File: config.mk
export PLATFORM = sky130hd
export DESIGN_NAME = onchip_mem_copy_master
export DESIGN_NICKNAME = d
export VERILOG_FILES = /design/src/rtl/onchip_mem_copy_master.sv
export SDC_FILE = /design/constraint.sdc
export NUM_CORES = 1
export LEC_CHECK = 0
export CAP_MARGIN = 10
export CORE_ASPECT_RATIO = 1.4
export CORE_MARGIN = 4
export CORE_UTILIZATION = 30
export DETAILED_ROUTE_END_ITERATION = 12
export GPL_ROUTABILITY_DRIVEN = 0
export PLACE_DENSITY = 0.59
export RECOVER_POWER = 100
export SLEW_MARGIN = 40
export SYNTH_ARGS = -nofsm -noshare
export SYNTH_HDL_FRONTEND = slang
export SYNTH_SLANG_ARGS = --single-unit
File: constraint.sdc
create_clock -name clk -period 2.75 [get_ports clk]
set_input_delay 0.6875 -clock clk [delete_from_list [all_inputs] [get_ports clk]]
set_output_delay 0.6875 -clock clk [all_outputs]
set_load 0.005 [all_outputs]
File: src/rtl/onchip_mem_copy_master.sv
// Avalon-MM initiator for the frame-buffer on-chip RAM: forward word-by-word block copy
// or constant fill, one RAM access per cycle, with system-wide stall (clken) support.
module onchip_mem_copy_master #(
  parameter int ADDR_W       = 10,
  parameter int DATA_W       = 32,
  parameter int READ_LATENCY = 1
) (
  input  logic                  clk,
  input  logic                  reset_n,
  input  logic                  start,
  input  logic                  mode,
  input  logic [ADDR_W-1:0]     src_addr,
  input  logic [ADDR_W-1:0]     dst_addr,
  input  logic [ADDR_W:0]       word_count,
  input  logic [DATA_W-1:0]     fill_value,
  input  logic                  stall,
  output logic                  busy,
  output logic                  done,
  output logic [ADDR_W-1:0]     address,
  output logic [DATA_W/8-1:0]   byteenable,
  output logic                  chipselect,
  output logic                  write,
  output logic [DATA_W-1:0]     writedata,
  output logic                  clken,
  input  logic [DATA_W-1:0]     readdata
);

  localparam int         BE_W      = DATA_W / 8;
  localparam int         CNT_W     = ADDR_W + 1;
  localparam logic [1:0] LAST_WAIT = 2'(READ_LATENCY - 1);

  typedef enum logic [2:0] {
    ST_IDLE = 3'd0,
    ST_RD   = 3'd1,
    ST_WAIT = 3'd2,
    ST_WR   = 3'd3,
    ST_DONE = 3'd4
  } state_t;

  state_t              state_r, state_s;
  logic [ADDR_W-1:0]   src_ptr_r, src_ptr_s;
  logic [ADDR_W-1:0]   dst_ptr_r, dst_ptr_s;
  logic [CNT_W-1:0]    remaining_r, remaining_s;
  logic                mode_r, mode_s;
  logic [DATA_W-1:0]   fill_r, fill_s;
  logic [DATA_W-1:0]   data_r, data_s;
  logic [1:0]          wait_cnt_r, wait_cnt_s;

  logic [ADDR_W-1:0]   address_r, address_s;
  logic                chipselect_r, chipselect_s;
  logic                write_r, write_s;
  logic [DATA_W-1:0]   writedata_r, writedata_s;
  logic [BE_W-1:0]     byteenable_r;
  logic                busy_r, busy_s;
  logic                done_r, done_s;

  // Next-state and datapath update; the RAM is frozen together with us, so stall just holds state.
  always_comb begin
    state_s     = state_r;
    src_ptr_s   = src_ptr_r;
    dst_ptr_s   = dst_ptr_r;
    remaining_s = remaining_r;
    mode_s      = mode_r;
    fill_s      = fill_r;
    data_s      = data_r;
    wait_cnt_s  = wait_cnt_r;
    case (state_r)
      ST_IDLE: begin
        if (start) begin
          if (word_count == {CNT_W{1'b0}}) begin
            state_s = ST_DONE;
          end else begin
            src_ptr_s   = src_addr;
            dst_ptr_s   = dst_addr;
            remaining_s = word_count;
            mode_s      = mode;
            fill_s      = fill_value;
            state_s     = mode ? ST_WR : ST_RD;
          end
        end else begin
          state_s = ST_IDLE;
        end
      end
      ST_RD: begin
        wait_cnt_s = 2'd0;
        state_s    = ST_WAIT;
      end
      ST_WAIT: begin
        if (wait_cnt_r == LAST_WAIT) begin
          data_s  = readdata;
          state_s = ST_WR;
        end else begin
          wait_cnt_s = wait_cnt_r + 2'd1;
        end
      end
      ST_WR: begin
        src_ptr_s   = src_ptr_r + ADDR_W'(1);
        dst_ptr_s   = dst_ptr_r + ADDR_W'(1);
        remaining_s = remaining_r - CNT_W'(1);
        if (remaining_r == CNT_W'(1)) begin
          state_s = ST_DONE;
        end else begin
          state_s = mode_r ? ST_WR : ST_RD;
        end
      end
      ST_DONE: state_s = ST_IDLE;
      default: state_s = ST_IDLE;
    endcase
  end

  // Bus outputs are decoded from the state being entered so the registered bus lines up with it.
  always_comb begin
    chipselect_s = 1'b0;
    write_s      = 1'b0;
    busy_s       = 1'b0;
    done_s       = 1'b0;
    address_s    = address_r;
    writedata_s  = writedata_r;
    case (state_s)
      ST_RD: begin
        chipselect_s = 1'b1;
        busy_s       = 1'b1;
        address_s    = src_ptr_s;
      end
      ST_WAIT: busy_s = 1'b1;
      ST_WR: begin
        chipselect_s = 1'b1;
        write_s      = 1'b1;
        busy_s       = 1'b1;
        address_s    = dst_ptr_s;
        writedata_s  = mode_s ? fill_s : data_s;
      end
      ST_DONE: done_s = 1'b1;
      default: done_s = 1'b0;
    endcase
  end

  // State, datapath and output registers; everything holds while stalled.
  always_ff @(posedge clk or negedge reset_n) begin
    if (!reset_n) begin
      state_r      <= ST_IDLE;
      src_ptr_r    <= {ADDR_W{1'b0}};
      dst_ptr_r    <= {ADDR_W{1'b0}};
      remaining_r  <= {CNT_W{1'b0}};
      mode_r       <= 1'b0;
      fill_r       <= {DATA_W{1'b0}};
      data_r       <= {DATA_W{1'b0}};
      wait_cnt_r   <= 2'd0;
      address_r    <= {ADDR_W{1'b0}};
      chipselect_r <= 1'b0;
      write_r      <= 1'b0;
      writedata_r  <= {DATA_W{1'b0}};
      byteenable_r <= {BE_W{1'b1}};
      busy_r       <= 1'b0;
      done_r       <= 1'b0;
    end else if (!stall) begin
      state_r      <= state_s;
      src_ptr_r    <= src_ptr_s;
      dst_ptr_r    <= dst_ptr_s;
      remaining_r  <= remaining_s;
      mode_r       <= mode_s;
      fill_r       <= fill_s;
      data_r       <= data_s;
      wait_cnt_r   <= wait_cnt_s;
      address_r    <= address_s;
      chipselect_r <= chipselect_s;
      write_r      <= write_s;
      writedata_r  <= writedata_s;
      byteenable_r <= {BE_W{1'b1}};
      busy_r       <= busy_s;
      done_r       <= done_s;
    end
  end

  assign clken      = ~stall;
  assign busy       = busy_r;
  assign done       = done_r;
  assign address    = address_r;
  assign byteenable = byteenable_r;
  assign chipselect = chipselect_r;
  assign write      = write_r;
  assign writedata  = writedata_r;

endmodule

==> results of run 1 <==
[power by group]
| part | total [mW] | switching, mW | internal [mW] |
|---|---|---|---|
| logic | 4.85 | 2.09 | 2.76 |
| clock network | 2.42 | 0.949 | 1.47 |
| registers | 3.96 | 0.764 | 3.20 |
[metrics by stage]
stage,TNS (ps),setup slack [ps],hold slack (ps)
3_3_place_gp,-24830,-409,464
4_1_cts,0,73.6,153
5_1_grt,-0.796,-0.796,485
6_report,0,114,471
2_1_floorplan,0,469,392
3_5_place_dp,-16760,-350,467
[cell usage after synthesis, types with 3 or more instances]
| cell type | number |
|---|---|
| dfrtp_1 | 147 |
| mux2i_1 | 93 |
| mux2_2 | 89 |
| nand2_1 | 42 |
| a21oi_1 | 38 |
| nor2_1 | 38 |
| mux2_4 | 23 |
| o21ai_0 | 23 |
| inv_1 | 19 |
| buf_2 | 16 |
| nand3_1 | 16 |
| buf_4 | 11 |
| nor3_1 | 11 |
| clkbuf_1 | 10 |
| a31oi_1 | 7 |
| a221oi_1 | 6 |
| o21ai_1 | 6 |
| and2_1 | 5 |
| and3_1 | 5 |
| ha_1 | 5 |
| nand4_1 | 5 |
| o21a_1 | 5 |
| o31ai_1 | 5 |
| a2111oi_0 | 4 |
| buf_6 | 4 |
| nor4_2 | 4 |
| o22ai_1 | 4 |
| a211oi_1 | 3 |
| a2bb2oi_1 | 3 |
| buf_12 | 3 |
| nor4_1 | 3 |
[sequential cells by signal, summed over array words and instances, names as in the netlist]
signal and count:
data_r 32, fill_r 32, writedata 32, remaining_r 11, address 10, dst_ptr_r 10
src_ptr_r 10, state_r 3, wait_cnt_r 2, busy 1, chipselect 1, done 1
mode_r 1, write 1
[worst max-delay path by stage]
stage,cells after the start,slack (ps),start,endpoint
CTS,3,70,stall,clken
global route,8,-0.8,word_count[2],writedata[1]
global placement,8,-410,word_count[9],writedata[1]
detailed placement,8,-350,word_count[5],writedata[1]
finish,6,110,stall,data_r[30]
floorplan,6,470,word_count[3],dst_ptr_r[7]
[cell usage in the layout (no fill, tap or decap), drive strengths merged, types with 27 or more instances in the layout]
master         count
a21oi             39
mux2i             93
clkbuf            27
nor2              41
mux2             112
dlygate4sd3       46
dfrtp            147
clkdlybuf4s50     99
o21ai             29
buf               65
nand2             42
[cells by family after synthesis]
kind of cell               Yosys count  synth area share (%)
AOI/OAI and AO/OA                  120                  9.53
muxes                              205                  28.5
buffers and inverters               64                  4.89
other                                1                0.0470
and+or+nand+nor                    148                  10.1
adders and majority gates            5                 0.784
DFF                                147                  46.1
[critical path, stage by stage]
cell and delay, ps:
clkdlybuf4s50_1 460, clkbuf_2 180, buf_4 210, nor4_4 230, clkbuf_2 710, mux2_2 420
[routing by layer]
| layer | global-route usage, % | vias up | routed length, um | share of wire, % |
|---|---|---|---|---|
| met3 | 3.82 | 36 | 1050 | 4.7 |
| li1 | - | 2902 | - | - |
| met2 | 27.8 | 148 | 11800 | 53 |
| met4 | 4.85 | 0 | 414 | 1.9 |
| met1 | 17.3 | 3008 | 8990 | 40 |
| met5 | 0 | - | 0 | 0 |
[final cells by class]
type | count | share of cell area (%)
clock inverters | 9 | 1.20
well taps | 324 | 3.76
multi-input cells | 483 | 36.8
flip-flops and latches | 147 | 34.1
clock buffers | 23 | 4.34
repair buffers | 214 | 19.1
inverters | 19 | 0.662
==> results.yml, run 1 <==
run_status:
  outcome: "finished, violations left"
  violations: "max-capacitance violations, max-slew violations"
clock_network:
  postCtsHoldBufs: 0
  cts_tree: "built"
  ctsResizeCount: 0
  path_clk_slew_ps: 70
  root_buffer: "clkbuf_16"
  h-tree-depth: 4
  clock_sink_count: 147
  postCtsSetupBuffers: 0
  clk_path_buf_depth: 2
  numCtsBuffers: 17
  insertion_delay_ps: 430
drt:
  wl_um: 22300
  drtIter0Drc: 307
  num_vias: 6094
  antenna_left: 0
  post_drt_wl_per_cell_um: 18.3
  via_per_inst: 5.00
  drc: 0
  dr.pass1.iters: 5
yosys:
  synth_top_area_cell: "dfrtp_1"
  synth.area.top_cells: "dfrtp_1, mux2_2, mux2i_1"
  ys_ff_latch: 147
  synth.distinct_cells: 61
  async_flop_share_pct: 100
  ys_seq_area_share_pct: 46.1
  yosys_warnings: 0
  synth_edf_count: 0
  ys.flop_type: "dfrtp_1"
  postSynthAreaPerCell_sq_um: 11.6
  netlist_area_sq_um: 7980
  synth_top_area_share_pct: 46.1
  syn_inst: 690
power_and_ir_drop:
  p_per_area_nw_per_um2: 1040
  p_leak_nw: 4.54
  ir_drop_uv: 457
  finalPower_mw: 11.2
sta:
  tightest_slew_ps: 2070
  min_period_ps: 2640
  hold_viol_final: 0
  finalSetupViolations: 0
  slew_headroom_pct: -38.0
  fin_crit_sh_pct: 95.8
  clock_skew_ps: 13.4
  final_max_slew_viol_count: 32
  fmax_ghz: 0.379
setup_path:
  critPathArrivalTime_ps: 2940
  required_ps: 3050
  crit_type: "primary input to flop"
  reg2reg_to: "writedata[26]"
  cp_max_fo: 26
  r2r_start: "state_r[0]"
  cp-end-kind: "flop"
  startpoint_type: "primary input"
  rrSetupSlack_ps: 170
  r2r_cells: 6
final_layout:
  multi_input_area_sq_um: 3960
  stdcell_count: 1219
  diodes: 0
  drive_gt1_share_pct: 25.4
  nets: 987
  stdcell_area_sq_um: 10800
  seqCellArea_sq_um: 3680
  area_growth_pct: 35.0
  fillCellCount: 2555
  final_util_pct: 41.2
min_path:
  hold_start: "chipselect"
  min_to: "chipselect"
  hp-class: "flop to flop"
  worstHoldPathCells: 1
floorplan:
  coreArea_sq_um: 26200
  die_area_sq_um: 29300
  die_w_um: 146
  die_h_um: 201
  rows: 70
  start_util_pct: 30.5
  io_pins: 151
place:
  dp_hpwl_um: 15400
  placed_area_sq_um: 10200
  port_buffers: 146
  dp_cells: 1186
global_routing:
  grt_overflow_total: 0
  grt_pass1_wl_um: 35500
  grtUsageTotal_pct: 15.2
  antenna_found_initial: 0
  grt_pass1_vias: 6425
  grt_max_degree: 52
job:
  drv_cap: 1
(Power assumes the default switching activity.)
==> inputs of run 2 (changes only) <==
--- a/config.mk
+++ b/config.mk
@@ -8,12 +8,14 @@
 export CAP_MARGIN = 10
 export CORE_ASPECT_RATIO = 1.4
 export CORE_MARGIN = 4
-export CORE_UTILIZATION = 30
+export CORE_UTILIZATION = 53
+export CTS_CLUSTER_DIAMETER = 200
 export DETAILED_ROUTE_END_ITERATION = 12
 export GPL_ROUTABILITY_DRIVEN = 0
-export PLACE_DENSITY = 0.59
+export PLACE_DENSITY = 0.89
 export RECOVER_POWER = 100
 export SLEW_MARGIN = 40
 export SYNTH_ARGS = -nofsm -noshare
 export SYNTH_HDL_FRONTEND = slang
 export SYNTH_SLANG_ARGS = --single-unit
+export TNS_END_PERCENT = 5
==> run 2 against run 1 <==
  * The run now ends clean
  * Wire length fell by 9.1%
  * Clock-buffer cell count decreased by 4
  * Hold slack better by 2.7 ps
  * Register-to-register slack improved by 30 ps
  * Maximum frequency fell by 0.86%
  * Highest routed layer unchanged
  * Die area decreased by 42%
  * Total power decreased by 1.6%
  * Global-route usage increased by 8.5 points
==> results.yml, run 2 (synthesis gave the netlist of run 1 again) <==
global_routing:
  grtUsageTotal_pct: 23.7
  grt_max_degree: 60
  grt_pass1_vias: 6692
  grt_overflow_total: 0
  grt_pass1_wl_um: 32800
  antenna_found_initial: 0
drt:
  wl_um: 20300
  num_vias: 6267
  antenna_left: 0
  via_per_inst: 5.83
  post_drt_wl_per_cell_um: 18.8
  dr.pass1.iters: 5
  drtIter0Drc: 308
  drc: 0
final_layout:
  area_growth_pct: 30.8
  final_common_cell: "dfrtp_1"
  final_cell_mix: "dfrtp_1, clkdlybuf4s50_1, mux2i_1"
  stdcell_area_sq_um: 10400
  diodes: 0
  stdcell_count: 1075
  nets: 978
  drive_gt1_share_pct: 22.7
clock_network:
  root_buffer: "clkbuf_16"
  cts_tree: "built"
  postCtsSetupBuffers: 0
  postCtsHoldBufs: 0
  numCtsBuffers: 17
  h-tree-depth: 4
  insertion_delay_ps: 420
  clock_sink_count: 147
  ctsResizeCount: 0
  path_clk_slew_ps: 60
  clk_path_buf_depth: 2
sta:
  fmax_ghz: 0.376
  final_max_slew_viol_count: 0
  setup_tns_ps: 0
  setup_ws_ps: 91.5
  rsz0062_at_grt: "false"
  fin_crit_sh_pct: 96.7
  hold_viol_final: 0
  tightest_slew_ps: 1450
  slew_headroom_pct: 3.25
  clock_skew_ps: 7.96
  hold_slack_ps: 474
  min_period_ps: 2660
  finalSetupViolations: 0
min_path:
  hp-class: "flop to flop"
setup_path:
  crit_top_cell: "mux2i_1"
  cp-end-kind: "flop"
  rrSetupSlack_ps: 200
  cpPeakStageDelay_ps: 600
  required_ps: 3050
  startpoint_type: "primary input"
  crit_type: "primary input to flop"
  slowest_stage: "nor2_4"
  path_cells: "clkdlybuf4s50_1 -> nor4_2 -> and3_1 -> nor2_4 -> buf_4 -> mux2i_1 -> mux2i_1 -> mux2_1"
  critPathArrivalTime_ps: 2960
  cp_max_fo: 22
power_and_ir_drop:
  ir_drop_uv: 732
  p_leak_nw: 4.43
  p_per_area_nw_per_um2: 1060
floorplan:
  die_w_um: 112
  rows: 52
  io_pins: 151
  start_util_pct: 54.5
  die_h_um: 153
  coreArea_sq_um: 14600
  die_area_sq_um: 17100
run_status:
  outcome: "finished clean"
job:
  drv_cap: 0
place:
  dpl_worst_slack_ps: -315
  dp_hpwl_um: 14100
  placed_area_sq_um: 9950
  dp_cells: 1042
  port_buffers: 146
## run 2: critical path: cells and delay by family
family | cells | cell delay [ps]
and+or+nand+nor | 3 | 880
buffers and inverters | 2 | 790
muxes | 3 | 590
## run 2: layout make-up
cell class                 instances  area (sq um)
clock inverter                    13           184
tap                              189           236
inverter                          19          71.3
fill                            1041          4200
clock buffer                      19           443
multi-input combinational        483          3890
timing repair buffer             205          1930
sequential                       147          3680
## run 2: layer usage
layer  part of all wire, %  up-vias  track usage, %
met4                   3.4        0            10.8
li1                      -     2896               -
met3                   5.6       56            5.18
met5                     0        -               0
met1                    38     3074            27.6
met2                    53      241            41.5
## run 2: path summary, 6_finish.rpt
check	cells after the start	from	to
worst max-delay path	8	word_count[6]	writedata[20]
worst min-delay path	2	address[3]	address[3]
worst max register to register	7	state_r[0]	fill_r[22]
worst min register to register	2	address[3]	address[3]
max in group asynchronous	2	reset_n	fill_r[25]
min in group asynchronous	1	reset_n	remaining_r[5]
## run 2: through the flow
stage	utilization, %	power (mW)
4_1_cts	72.3	11.4
2_1_floorplan	-	7.06
3_3_place_gp	67.8	8.69
3_5_place_dp	68.0	8.91
6_report	71.3	11.1
5_1_grt	71.3	11.8
## run 2: power breakdown
part           internal [mW]  leakage, nW  switching [mW]
Clock                   1.54        0.287           0.924
Combinational           2.55         2.38            2.09
Sequential              3.20         1.77           0.753
Total                   7.29         4.43            3.77
